===== src/rtl/max_scan_ctrl.sv =====
// max_scan_ctrl: finds the maximum of a frame of unsigned words, one word per
// cycle, using a single shared greater-than comparator. The first occurrence of
// the maximum is reported because ties never replace the stored value.
module max_scan_ctrl #(
    parameter int WIDTH = 16,
    parameter int CNT_W = 8
) (
    input  logic             clk,
    input  logic             rst,
    input  logic             start,
    input  logic [CNT_W-1:0] len,
    input  logic             in_valid,
    input  logic [WIDTH-1:0] in_data,
    output logic             in_ready,
    output logic             out_valid,
    output logic [WIDTH-1:0] out_max,
    output logic [CNT_W-1:0] out_idx,
    input  logic             out_ready,
    output logic             busy
);

    typedef enum logic [1:0] {
        IDLE = 2'd0,
        RUN  = 2'd1,
        DONE = 2'd2
    } state_t;

    state_t           state;
    logic [CNT_W-1:0] cnt;
    logic [CNT_W-1:0] len_q;

    // Frame controller: state, counters, running maximum and the registered
    // handshake flags all move together so no input reaches an output directly.
    always_ff @(posedge clk or posedge rst) begin
        if (rst) begin
            state     <= IDLE;
            cnt       <= '0;
            len_q     <= '0;
            out_max   <= '0;
            out_idx   <= '0;
            in_ready  <= 1'b0;
            out_valid <= 1'b0;
            busy      <= 1'b0;
        end else begin
            case (state)
                IDLE: begin
                    if (start) begin
                        out_max <= '0;
                        out_idx <= '0;
                        busy    <= 1'b1;
                        if (len != '0) begin
                            len_q    <= len;
                            cnt      <= '0;
                            in_ready <= 1'b1;
                            state    <= RUN;
                        end else begin
                            out_valid <= 1'b1;
                            state     <= DONE;
                        end
                    end
                end
                RUN: begin
                    if (in_valid) begin
                        if (cnt == '0 || in_data > out_max) begin
                            out_max <= in_data;
                            out_idx <= cnt;
                        end
                        cnt <= cnt + CNT_W'(1);
                        if (cnt == len_q - CNT_W'(1)) begin
                            in_ready  <= 1'b0;
                            out_valid <= 1'b1;
                            state     <= DONE;
                        end
                    end
                end
                DONE: begin
                    if (out_ready) begin
                        out_valid <= 1'b0;
                        busy      <= 1'b0;
                        state     <= IDLE;
                    end
                end
                default: begin
                    in_ready  <= 1'b0;
                    out_valid <= 1'b0;
                    busy      <= 1'b0;
                    state     <= IDLE;
                end
            endcase
        end
    end

endmodule


===== config.mk =====
export PLATFORM = sky130hd
export DESIGN_NAME = max_scan_ctrl
export DESIGN_NICKNAME = d
export VERILOG_FILES = /design/src/rtl/max_scan_ctrl.sv
export SDC_FILE = /design/constraint.sdc
export NUM_CORES = 1
export LEC_CHECK = 0
export ABC_AREA = 1
export CORE_ASPECT_RATIO = 1.5
export CORE_MARGIN = 3
export CORE_UTILIZATION = 45
export DETAILED_ROUTE_END_ITERATION = 6
export PLACE_DENSITY = 0.72
export SLEW_MARGIN = 20
export SYNTH_ARGS = -nofsm -noshare
export SYNTH_HDL_FRONTEND = slang
export SYNTH_SLANG_ARGS = --single-unit

===== constraint.sdc =====
create_clock -name clk -period 3 [get_ports clk]
set_input_delay 0.6 -clock clk [delete_from_list [all_inputs] [get_ports clk]]
set_output_delay 0.6 -clock clk [all_outputs]
set_load 0.03 [all_outputs]

[Word-level counts from Yosys, hierarchy flattened]
Index checks and enable logic that the tools add are counted.
Word-level totals
  latch bits: 0
  output and inout bits: 27
  memories: 0
  bits of input ports: 29
  register bits after elaboration: 45
  memory bits (writable): 0
  ROM bits: 0
Operators by class
  reductions and logical operators: 12
  shift-type cells: 0
  mux-type cells: 31
  div/mod/pow operators: 0
  bitwise gates (word level): 2
  magnitude comparators: 1
  add/subtract/negate cells: 2
  multiply operators: 0
  eq/ne operators: 10
Operator list (number)
  16-bit two-way mux: 3
  8-bit two-way mux: 6
  16-bit one-hot mux with 2 select lines: 1
  8-bit one-hot mux with 2 select lines: 2
  16-bit greater-than comparator: 1
  2-bit != test, second input constant: 7
  4-bit AND reduction: 3
  1-bit two-way mux: 10
  2-bit two-way mux: 5
  5-bit AND reduction: 2
  1-bit one-hot mux with 3 select lines: 3
  8-bit by 1-bit adder with 8-bit output, second input constant: 1
  8-bit == test: 1
  8-bit zero test: 1
  8-bit nonzero test: 1
  8-bit by 1-bit subtractor with 8-bit output, second input constant: 1
  2-bit one-hot mux with 3 select lines: 1
  3-bit AND reduction: 2
  2-bit by 1-bit == test with 1-bit output, second input constant: 1
  2-bit == test, second input constant: 1
  2-bit zero test: 1
  1-bit NOT: 2
  2-bit nonzero test: 1
  1-bit logical OR: 1

[Logic depth before layout (Yosys ltp)]
  depth in word-level cells: 5
  depth in mapped cells: 16
  gate-level depth less buffers: 15

[Worst setup path after synthesis]
OpenSTA, ideal clock, no wires.
  path kind: in2reg
  from: input port in_data[1]
  to: register out_idx[0]
  data arrival time: 1966 ps
  required time: 2934 ps
  path slack: 968 ps
  path buffers: 1
  stages: 14
  library setup time: 66 ps
  path through: ha_1 > inv_1 > nor2_1 > nor2_1 > o21ai_0 > nand2_1 > nand2_1 > nand2_1 > nand2_1 > nand2_1 > nand2_1 > clkbuf_1 > nand3_1 > nand2_1
On the way
  longest elaborated chain between the ends: 4
Ends and longest elaborated chain
  start, declared: RTL line 13  | input logic [WIDTH-1:0] in_data,
  16-bit greater-than comparator: RTL line 64  | if (cnt == '0 || in_data > out_max) begin
  1-bit logical OR: RTL line 64
  2-bit != test (no line)
  4-bit AND reduction (no line)
  end signal, assigned: RTL line 66  | out_idx <= cnt;
  end, declared: RTL line 17  | output logic [CNT_W-1:0] out_idx,
Every way passes these cells.
A chain may end at the register's enable or synchronous reset.

[Worst setup path in the final report]
  from: input port in_data[15]
  to: register out_idx[3]
Same word-level chain as after synthesis.

==> results.yml <==
cts:
  post_cts_buffers: 0
  htreeDepth: 2
  ctsHoldBuffers: 0
  cts-root-buf: "clkbuf_8"
  cts-resized-gates: 0
  clk_latency_ps: 300
  cts_tree: "done"
  ctsLongestPathBuffers: 2
  path_clk_slew_ps: 80
  cts_made_buffers: 5
  clkSinkCount: 45
logic_synthesis:
  ys_warn_count: 0
  netlist_area_um2: 2858
  synthFlopType: "dfrtp_1"
  synth-edff-count: 0
  synth-seq-cells: 45
  yosysUniqueCellTypes: 29
  synth.area.top_cells: "dfrtp_1 (39%), nand2_1 (15%), ha_1 (8.3%)"
  syn_area_per_cell_um2: 7.039
  syn_nets: 454
  synth.top_cell.area_share: 0.3940
  yosysTopAreaCell: "dfrtp_1"
  synthArstFlopShare: 1.000
  syn_inst: 406
  seq_area_frac_synth: 0.3940
critical_path:
  crit_slowest_cell: "clkdlybuf4s50_1"
  startpoint_type: "input pin"
  critical_path_class: "input pin to flip-flop"
  cp_common_cell: "nand2_1"
  cp.required_ps: 3190
  crit_fanout: 24
  crit_path_max_incr_delay_ps: 440
  crit_arrival_ps: 2620
  r2r-end: "out_idx[3]"
  worstPathCellList: "clkdlybuf4s50_1 > ha_1 > nand2_1 > inv_1 > nand3_1 > nor3_1 > nand2_1 > nand2_1 > nand2_1 > nand2_1 > nand2_2 > nand2_1 > nand2_1"
  regToRegSetupSlack_ps: 910
  r2r-start: "out_max[15]"
  crit_path_end_kind: "flip-flop"
  r2r_cells: 13
min_path:
  hold_depth: 2
  hold_class: "flip-flop to flip-flop"
  worstHoldStart: "out_valid"
  holdPathEnd: "out_valid"
placement:
  place_area_um2: 3478
  post-dp-hpwl_um: 5026
  io_buffers: 55
  dp_slack_ps: 217.2
  dpl.cell_count: 527
  place_congestion: 0.8241
sta:
  period_share: 0.8100
  hold_viol_final: 0
  fin_crit_ps: 2430
  fmax_mhz: 411.5
  setup_tns_ps: 0
  grt_setup_unrepaired: "no"
  setup_viol: 0
  setup_slack_ps: 570.0
  skew_ps: 6.599
  slew_viol_final: 0
  worst_slew_pin_slew_ps: 499.2
  slew_headroom: 0.6652
drt:
  via_per_inst: 5.088
  drc_errors: 0
  dr_total_vias: 2717
  ant_nets: 0
  routed_wl_um: 6558
  post_drt_wl_per_cell_um: 12.28
  dr.pass1.iters: 4
  drtIter0Drc: 117
power_and_ir_drop:
  p_leak_nw: 1.829
  powerDensity_nw_per_um2: 994.2
  ir_drop_uv: 534.4
status:
  status: "finished clean"
floorplan:
  die_area_um2: 7362
  die_w_um: 71.07
  floorplan.rows: 34
  coreArea_um2: 5956
  die_h_um: 103.6
  ios: 56
  initial_utilization: 0.4798
global_routing:
  grt-ovfl-total: 0
  grt_pass1_wl_um: 11520
  antenna_found_initial: 0
  grt_max_degree: 33
  track_usage: 0.1923
  grt_pass1_vias: 2679
cells_and_area:
  fin_nets: 510
  fin_cells: 534
  mostFrequentLayoutCell: "nand2_1"
  fin_area_um2: 3582
  area_delta_synth_final_pct: 25.35
  drive_gt1_frac: 0.04329
  n_antenna_cell: 0
  layout_common_cells: "nand2_1 (118), inv_1 (60), clkdlybuf4s50_1 (55), nor2_1 (54), dfrtp_1 (45)"
  fin_util: 0.6015
run:
  cap_violations: 0
-- worst max-delay path by stage --
| stage | startpoint | end | slack [ps] | cells after the start |
|---|---|---|---|---|
| finish | in_data[15] | out_idx[3] | 570 | 13 |
| CTS | in_data[15] | out_idx[3] | 530 | 13 |
| global route | in_data[15] | out_idx[3] | 330 | 13 |
| global placement | in_data[15] | out_max[0] | 270 | 13 |
| detailed placement | in_data[15] | out_idx[3] | 220 | 13 |
| floorplan | in_data[1] | out_idx[0] | 970 | 14 |
-- critical path: cells and delay by family --
kind | cells | cell delay [ps]
fa+ha+maj | 1 | 320
buf+inv | 2 | 500
simple gates | 10 | 1200
-- metrics by stage --
stage | hold WS, ps | power, W
global placement | 461.3 | 0.003093
detailed placement | 461.6 | 0.003143
finish | 477.2 | 0.003561
CTS | 481.8 | 0.003598
global route | 517.1 | 0.003900
floorplan | 462.3 | 0.002517
-- per-layer routing --
layer / part of all wire / global-route usage / up-vias
met1: 0.39 / 0.2053 / 1236
met5: 0 / 0 / -
li1: - / - / 1378
met3: 0.056 / 0.03779 / 20
met2: 0.51 / 0.3493 / 83
met4: 0.037 / 0.09543 / 0
-- layout make-up --
| class | instances | area [um^2] |
|---|---|---|
| inverter | 63 | 239.0 |
| sequential | 45 | 1126 |
| tap | 72 | 90.09 |
| timing repair buffer | 59 | 580.6 |
| clock inverter | 2 | 35.03 |
| fill | 571 | 2374 |
| clock buffer | 5 | 68.82 |
| multi-input combinational | 288 | 1443 |
-- state kept, by name, summed over array words and instances (netlist names) --
signal / flops
busy: 1
cnt: 8
in_ready: 1
len_q: 8
out_idx: 8
out_max: 16
out_valid: 1
state: 2
-- report_power, final --
| group | internal (W) | total (W) | leakage, nW | switching (W) |
|---|---|---|---|---|
| clock network | 0.000242 | 0.000446 | 0.0540 | 0.000204 |
| logic | 0.000751 | 0.00208 | 1.20 | 0.00133 |
| registers | 0.000845 | 0.00104 | 0.578 | 0.000192 |
| total | 0.00184 | 0.00356 | 1.83 | 0.00172 |
-- Yosys cell counts, types with 2 or more instances --
cell and count:
inv_1 61, xnor2_1 3, a21oi_1 10, xor2_1 4, buf_4 2, buf_2 4, ha_1 19, nor4_1 2
nand2_1 118, clkbuf_1 4, nor2_1 54, nor3b_1 2, dfrtp_1 45, o21ai_0 14, nand3_1 41, nand2_2 2
nor3_1 6, o21ai_1 2, nor3_2 2, o31ai_1 2
-- cells by family after synthesis --
logic type	after synthesis	synth area share
simple gates	232	0.3437
buf+inv	73	0.1011
flops	45	0.3940
compound gates	30	0.05648
fa+ha+maj	19	0.08319
xor+xnor	7	0.02145
Note: power is estimated with default switching activity, not from simulation.
